--- config.mk ---
export PLATFORM = sky130hd
export DESIGN_NAME = arb_mux
export DESIGN_NICKNAME = d
export VERILOG_FILES = /design/src/rtl/arb_mux.sv
export SDC_FILE = /design/constraint.sdc
export NUM_CORES = 1
export LEC_CHECK = 0
export ABC_AREA = 1
export BUFFER_PORTS_ARGS = -buffer_cell sky130_fd_sc_hd__buf_2
export CORE_MARGIN = 3
export CORE_UTILIZATION = 53
export CTS_CLUSTER_DIAMETER = 150
export DETAILED_ROUTE_END_ITERATION = 10
export PLACE_DENSITY = 0.89
export SLEW_MARGIN = 0
export SYNTH_ARGS = -nofsm -noshare
export SYNTH_HDL_FRONTEND = slang
export SYNTH_SLANG_ARGS = --single-unit
export TNS_END_PERCENT = 100
--- constraint.sdc ---
create_clock -name clk -period 7.5 [get_ports clk]
set_clock_uncertainty 0.05 [all_clocks]
set_input_delay 1.5 -clock clk [delete_from_list [all_inputs] [get_ports clk]]
set_output_delay 1.5 -clock clk [all_outputs]
set_load 0.005 [all_outputs]
--- src/rtl/arb_mux.sv ---
// N-channel arbitrated multiplexer: round-robin or fixed-priority selection of
// valid/ready producers into one registered output word tagged with its channel.
module arb_mux #(
  parameter int W    = 16,
  parameter int N    = 4,
  parameter int MODE = 0,
  // Derived from N; leave at its default.
  parameter int CW   = $clog2(N)
) (
  input  logic             clk,
  input  logic             rst_n,
  input  logic [N*W-1:0]   in_data,
  input  logic [N-1:0]     in_valid,
  output logic [N-1:0]     in_ready,
  output logic [W-1:0]     out_data,
  output logic [CW-1:0]    out_chan,
  output logic             out_valid,
  input  logic             out_ready
);

  logic [CW-1:0] ptr;
  logic [CW-1:0] base;
  logic [CW-1:0] win;
  logic [N-1:0]  grant;
  logic          found;
  logic          load;
  logic          xfer;

  // Index b+j folded back into 0..N-1; works for any N, not just powers of two.
  function automatic logic [CW-1:0] wrap_idx(input logic [CW-1:0] b, input int j);
    int s;
    s = int'(b) + j;
    if (s >= N) s = s - N;
    return CW'(s);
  endfunction

  assign base = (MODE == 0) ? ptr : '0;

  // NOTE: every output of a combinational block gets a default before any
  // conditional assignment; otherwise the tool infers a latch.
  always_comb begin
    grant = '0;
    win   = '0;
    found = 1'b0;
    for (int j = 0; j < N; j++) begin
      if (!found && in_valid[wrap_idx(base, j)]) begin
        found                   = 1'b1;
        win                     = wrap_idx(base, j);
        grant[wrap_idx(base, j)] = 1'b1;
      end
    end
  end

  assign load = !out_valid || out_ready;

  // rst_n gates in_ready directly so no producer sees an accept during reset,
  // when the cleared out_valid would otherwise make load true.
  assign in_ready = (rst_n && load) ? grant : '0;
  assign xfer     = |(in_valid & in_ready);

  // NOTE: sequential state uses non-blocking assignments so every register
  // samples pre-edge values, independent of statement order.
  always_ff @(posedge clk or negedge rst_n) begin
    if (!rst_n) begin
      out_valid <= 1'b0;
      out_data  <= '0;
      out_chan  <= '0;
      ptr       <= '0;
    end else if (xfer) begin
      out_data  <= in_data[win*W +: W];
      out_chan  <= win;
      out_valid <= 1'b1;
      if (MODE == 0) ptr <= wrap_idx(win, 1);
    end else if (out_ready) begin
      out_valid <= 1'b0;
    end
  end

  a_ready_onehot : assert property (@(posedge clk) disable iff (!rst_n)
    $onehot0(in_ready));

  a_stall_stable : assert property (@(posedge clk) disable iff (!rst_n)
    (out_valid && !out_ready) |=> $stable(out_data));

endmodule

Word-level counts from Yosys, hierarchy flattened. Cells that the tools add are included.

Add/sub/neg operators: 9. $lt $le $gt $ge: 17. Multiplexer cells: 39. Reductions and logical operators: 15. Shift-type cells: 1. Bitwise gates (word level): 4.

Operator list (number): variable part select 64 x 7 -> 16 bit (1); 2-to-1 mux 2 bit (13); < comparator 2 x 3 -> 1 bit, second input constant (8); 2-to-1 mux 4 bit (5); 2-to-1 mux 1 bit (13); >= comparator 3 bit, second input constant (4); bitwise OR 4 bit (3); subtractor 2 x 1 -> 2 bit, second input constant (5); binary-select mux 1 bit (select 2 bit) (4); demux 1 bit (select 2 bit) (4); >= comparator 2 x 1 -> 1 bit, second input constant (4); logical AND 1 bit (8); adder 2 x 1 -> 3 bit, second input constant (2); adder 2 x 2 -> 3 bit, second input constant (2); bitwise AND 4 bit (1); logical NOT 1 bit (4); OR reduction 4 bit (1); >= comparator 2 x 3 -> 1 bit, second input constant (1); nonzero test 2 bit (1); logical OR 1 bit (1).

Output and inout port bits: 23. Bits of input ports: 71. Word-level logic and storage cells: 89. Bits in registers: 21.

Depth between registers and ports, before layout.
Depth after elaboration: 24. Gate-level depth with buffers: 17. Depth with buffers taken out: 15.

Worst setup path before layout. No wires, ideal clock.

Kind: in2out. Start: input port in_valid[1]. End: output port in_ready[0]. Path buffers: 0. Arrival: 2.295 ns. Stages on the path: 9. Required time: 5.950 ns. Setup slack: 3.655 ns. Cells stage by stage: nand2_1 nand2_4 nand2_4 nand2_4 nor2_8 nand3_1 nand3_1 nand2_1 inv_1.

Longest elaborated chain between the ends: 13. Elaborated cells on any way between the ends: 25. Classes of those cells: mux (16); bitwise (3); reduce/logical (6).

RTL lines: start: declaration (RTL line 13) `input logic [N-1:0] in_valid,`; binary-select mux 1 bit (select 2 bit) (RTL line 46) `if (!found && in_valid[wrap_idx(base, j)]) begin`; 2-to-1 mux 1 bit (implied by the code) (RTL line 46); 2-to-1 mux 1 bit (RTL line 46); logical NOT 1 bit (RTL line 46); logical AND 1 bit (RTL line 46); 2-to-1 mux 1 bit (RTL line 46); logical NOT 1 bit (RTL line 46); logical AND 1 bit (RTL line 46); 2-to-1 mux 1 bit (RTL line 46); logical NOT 1 bit (RTL line 46); logical AND 1 bit (RTL line 46); 2-to-1 mux 4 bit (*) (RTL line 46); 2-to-1 mux 4 bit (*) (RTL line 58) `assign in_ready = (rst_n && load) ? grant : '0;`; end: declaration (RTL line 14) `output logic [N-1:0] in_ready,`.

Mark *: on every way between the ends. The rest lies on a longest branch, timed or not. The select of a mux whose other input is x is not followed.

Final worst setup path.
Start: register ptr[0], in the netlist base[0]. End: output port in_ready[3].

Longest elaborated chain between the ends: 15. Elaborated cells on any way between the ends: 64. Classes of those cells: add/sub (7); order compare (12); mux (32); bitwise (3); reduce/logical (10).

RTL lines: start: declaration (RTL line 21) `logic [CW-1:0] ptr;`; start signal: assignment (RTL line 73) `if (MODE == 0) ptr <= wrap_idx(win, 1);`; adder 2 x 1 -> 3 bit (tied with other cells) (RTL line 32) `s = int'(b) + j;`; >= comparator 3 bit (tied with other cells) (RTL line 33) `if (s >= N) s = s - N;`; 2-to-1 mux 2 bit (tied with other cells) (RTL line 33); 2-to-1 mux 2 bit (tied with other cells) (RTL line 46); < comparator 2 x 3 -> 1 bit (implied by the code) (tied with other cells) (RTL line 49) `grant[wrap_idx(base, j)] = 1'b1;`; logical AND 1 bit (implied by the code) (tied with other cells) (RTL line 49); 2-to-1 mux 1 bit (implied by the code) (tied with other cells) (RTL line 49); demux 1 bit (select 2 bit) (tied with other cells) (RTL line 49); bitwise OR 4 bit (no line) / logical NOT 1 bit (equally long branches); 2-to-1 mux 4 bit / logical AND 1 bit (equally long branches) (RTL line 46); bitwise OR 4 bit (no line) / 2-to-1 mux 1 bit (equally long branches); 2-to-1 mux 4 bit / logical NOT 1 bit (equally long branches) (RTL line 46); bitwise OR 4 bit (no line) / logical AND 1 bit (equally long branches); 2-to-1 mux 4 bit (*) (RTL line 46); 2-to-1 mux 4 bit (*) (RTL line 58).

Marked as above.

==> impl_metrics.json <==
{
  "status": "finished clean",
  "num_rows": 23,
  "cts_root_buf": "clkbuf_8",
  "slew_headroom_pct": 27.1,
  "vias": 2491,
  "hold_viol": 0,
  "drcViolationCount": 0,
  "min_from": "out_data[0]",
  "drt-initial-drc-count": 191,
  "die_area_mm2": 0.00513,
  "grt_max_degree": 36,
  "cap_violations": 0,
  "io_pins": 94,
  "overflow": 0,
  "slew_violations": 0,
  "fp.dieH_um": 71.6,
  "power_mw": 1.41,
  "area_growth_pct": 20.2,
  "synth_cells": 365,
  "cts_setup_buffers": 0,
  "io_buffers": 93,
  "final_area_mm2": 0.00274,
  "fin_crit_ps": 4230,
  "finalNonFillerCells": 494,
  "fin_nets": 523,
  "postPlaceCellArea_mm2": 0.00270,
  "hold_path.class": "flop to flop",
  "critPathLaunchType": "flop",
  "worstPathRequired_ps": 5950,
  "synth_fp_nets": 443,
  "routedWlPerCell_um": 12.0,
  "cts_tree": "built",
  "clkTransAtPathRegs_ps": 80,
  "hpwl_mm": 4.46,
  "holdWs_ps": 432,
  "powerDensity_mw_per_mm2": 515,
  "initial_utilization_pct": 55.9,
  "synth_top_area_cell": "dfrtp_1",
  "drtPass1Iterations": 5,
  "grt_pass1_vias": 2219,
  "final_util_pct": 67.1,
  "setup_violations": 0,
  "drive_gt1_share_pct": 26.4,
  "synthTopCellsByArea": "dfrtp_1 (23%), nand2_1 (20%), nand3_1 (16%), inv_1 (10%), nand3b_1 (5.3%)",
  "grt_pass1_wl_mm": 9.94,
  "pre_cts_ws_ps": 3310,
  "tns_ps": 0,
  "clock_path_buffers": 2,
  "crit_fanout": 14,
  "ys_warn_count": 0,
  "max-vdd-ir-drop_mv": 0.216,
  "synth_cell_types": 26,
  "postRouteAntennaNets": 0,
  "wirelength_mm": 5.92,
  "h-tree-depth": 1,
  "arrival_ps": 2680,
  "place.gp.congestion": 0.947,
  "end_kind": "output port",
  "numCtsBuffers": 3,
  "syn-cell-area_mm2": 0.00228,
  "rsz0062_at_grt": "false",
  "timing.final.crit_share_pct": 56.3,
  "core_area_mm2": 0.00409,
  "synth_seq_cells": 21,
  "r2r-start": "base[0]",
  "cts_resized": 0,
  "yosysTopAreaCellShare_pct": 23.0,
  "syn_avg_cell_area_um2": 6.26,
  "setup_slack_ps": 3270,
  "die_w_um": 71.6,
  "dp.cells": 490,
  "whs_path_depth": 2,
  "vias_per_cell": 5.04,
  "ys_seq_area_share_pct": 23.0,
  "r2r_end": "out_data[13]",
  "r2r_slack_ps": 3650,
  "p_leak_nw": 1.75,
  "gr-usage-all-layers_pct": 23.4,
  "antenna_found_initial": 0,
  "cts.sinks": 21,
  "insertion_delay_ps": 260,
  "min_to": "out_data[0]",
  "cts_hold_buf": 0,
  "timing.setup.critical_path_class": "flop to output port",
  "n_fill_cell": 388,
  "reg2reg_depth": 13,
  "fmax_mhz": 237,
  "tightest_slew_ps": 1090,
  "n_antenna_cell": 0
}
critical path, stage by stage, from the launching register on:
cell and delay [ps]:
dfrtp_1 740, inv_8 120, ha_1 400, inv_1 250, nand3_1 120, nand2_1 160
nor2_2 100, a21oi_1 180, nand3_1 120, nand2_1 80, inv_1 30, buf_2 110
cell type report:
| type | count | area, um2 | share of cell area (%) |
|---|---|---|---|
| clock inverter | 1 | 5.00 | 0.182 |
| timing repair buffer | 93 | 465 | 17.0 |
| inverter | 66 | 258 | 9.39 |
| multi-input combinational | 260 | 1390 | 50.5 |
| tap | 50 | 62.6 | 2.28 |
| clock buffer | 3 | 41.3 | 1.50 |
| sequential | 21 | 526 | 19.2 |
registers in the layout (all words and copies together) (netlist names):
name / flops
out_data: 16
out_chan: 2
base: 2
out_valid: 1
cell families (layout without fill, tap and decap cells):
| family | count (synthesis) | after routing | share of synthesized area [%] |
|---|---|---|---|
| AO/OA/AOI/OAI | 30 | 30 | 7.62 |
| flip-flops | 21 | 21 | 23.0 |
| adder cells (fa/ha/maj) | 7 | 7 | 3.84 |
| XOR/XNOR | 1 | 1 | 0.384 |
| AND/OR/NAND/NOR | 222 | 222 | 48.9 |
| buffers and inverters | 84 | 163 | 16.3 |
Yosys cell counts:
| cell | instances |
|---|---|
| nand2_1 | 119 |
| nand3_1 | 72 |
| inv_1 | 61 |
| dfrtp_1 | 21 |
| o21ai_1 | 21 |
| nand3b_1 | 16 |
| buf_2 | 13 |
| ha_1 | 7 |
| nand2_4 | 5 |
| a21oi_1 | 3 |
| buf_6 | 3 |
| inv_2 | 3 |
| nor2_2 | 3 |
| nor2_8 | 3 |
| a21boi_0 | 2 |
| a21boi_1 | 2 |
| buf_4 | 2 |
| inv_4 | 1 |
| inv_8 | 1 |
| nand2_8 | 1 |
| nand3_2 | 1 |
| nand3_4 | 1 |
| nand4_1 | 1 |
| o21a_1 | 1 |
| o21ai_4 | 1 |
| xnor2_1 | 1 |
worst max-delay path by stage:
stage,startpoint,endpoint,slack (ps),depth (start not counted)
global placement,in_valid[2],in_ready[2],3370,11
global route,base[0],in_ready[3],3060,11
finish,base[0],in_ready[3],3270,11
detailed placement,in_valid[1],in_ready[0],3310,11
floorplan,in_valid[1],in_ready[0],3660,9
CTS,in_valid[1],in_ready[0],3310,11
layout by cell type, fill, tap and decap left out:
cell	instances
nand2_1	119
buf_2	93
nand3_1	72
inv_1	61
o21ai_1	21
dfrtp_1	21
nand3b_1	16
ha_1	7
nand2_4	5
nor2_2	3
nor2_8	3
inv_2	3
a21oi_1	3
clkbuf_8	3
a21boi_1	2
a21boi_0	2
inv_8	1
nand3_2	1
o21a_1	1
nand2_8	1
nand3_4	1
nand4_1	1
inv_4	1
o21ai_4	1
xnor2_1	1
clkinv_2	1
per-layer routing:
| metal | track usage (%) | share of wire, % |
|---|---|---|
| met5 | 0 | 0 |
| met4 | 8.35 | 1.2 |
| met3 | 2.81 | 8.1 |
| met2 | 38.1 | 48 |
| met1 | 31.9 | 43 |
power breakdown:
group / total [mW] / internal (mW) / leakage [nW] / switching [mW]
clock network: 0.0746 / 0.0370 / 0.0255 / 0.0376
registers: 0.218 / 0.172 / 0.262 / 0.0464
logic: 1.12 / 0.383 / 1.47 / 0.739
total: 1.41 / 0.591 / 1.75 / 0.823
(Power assumes the default switching activity.)
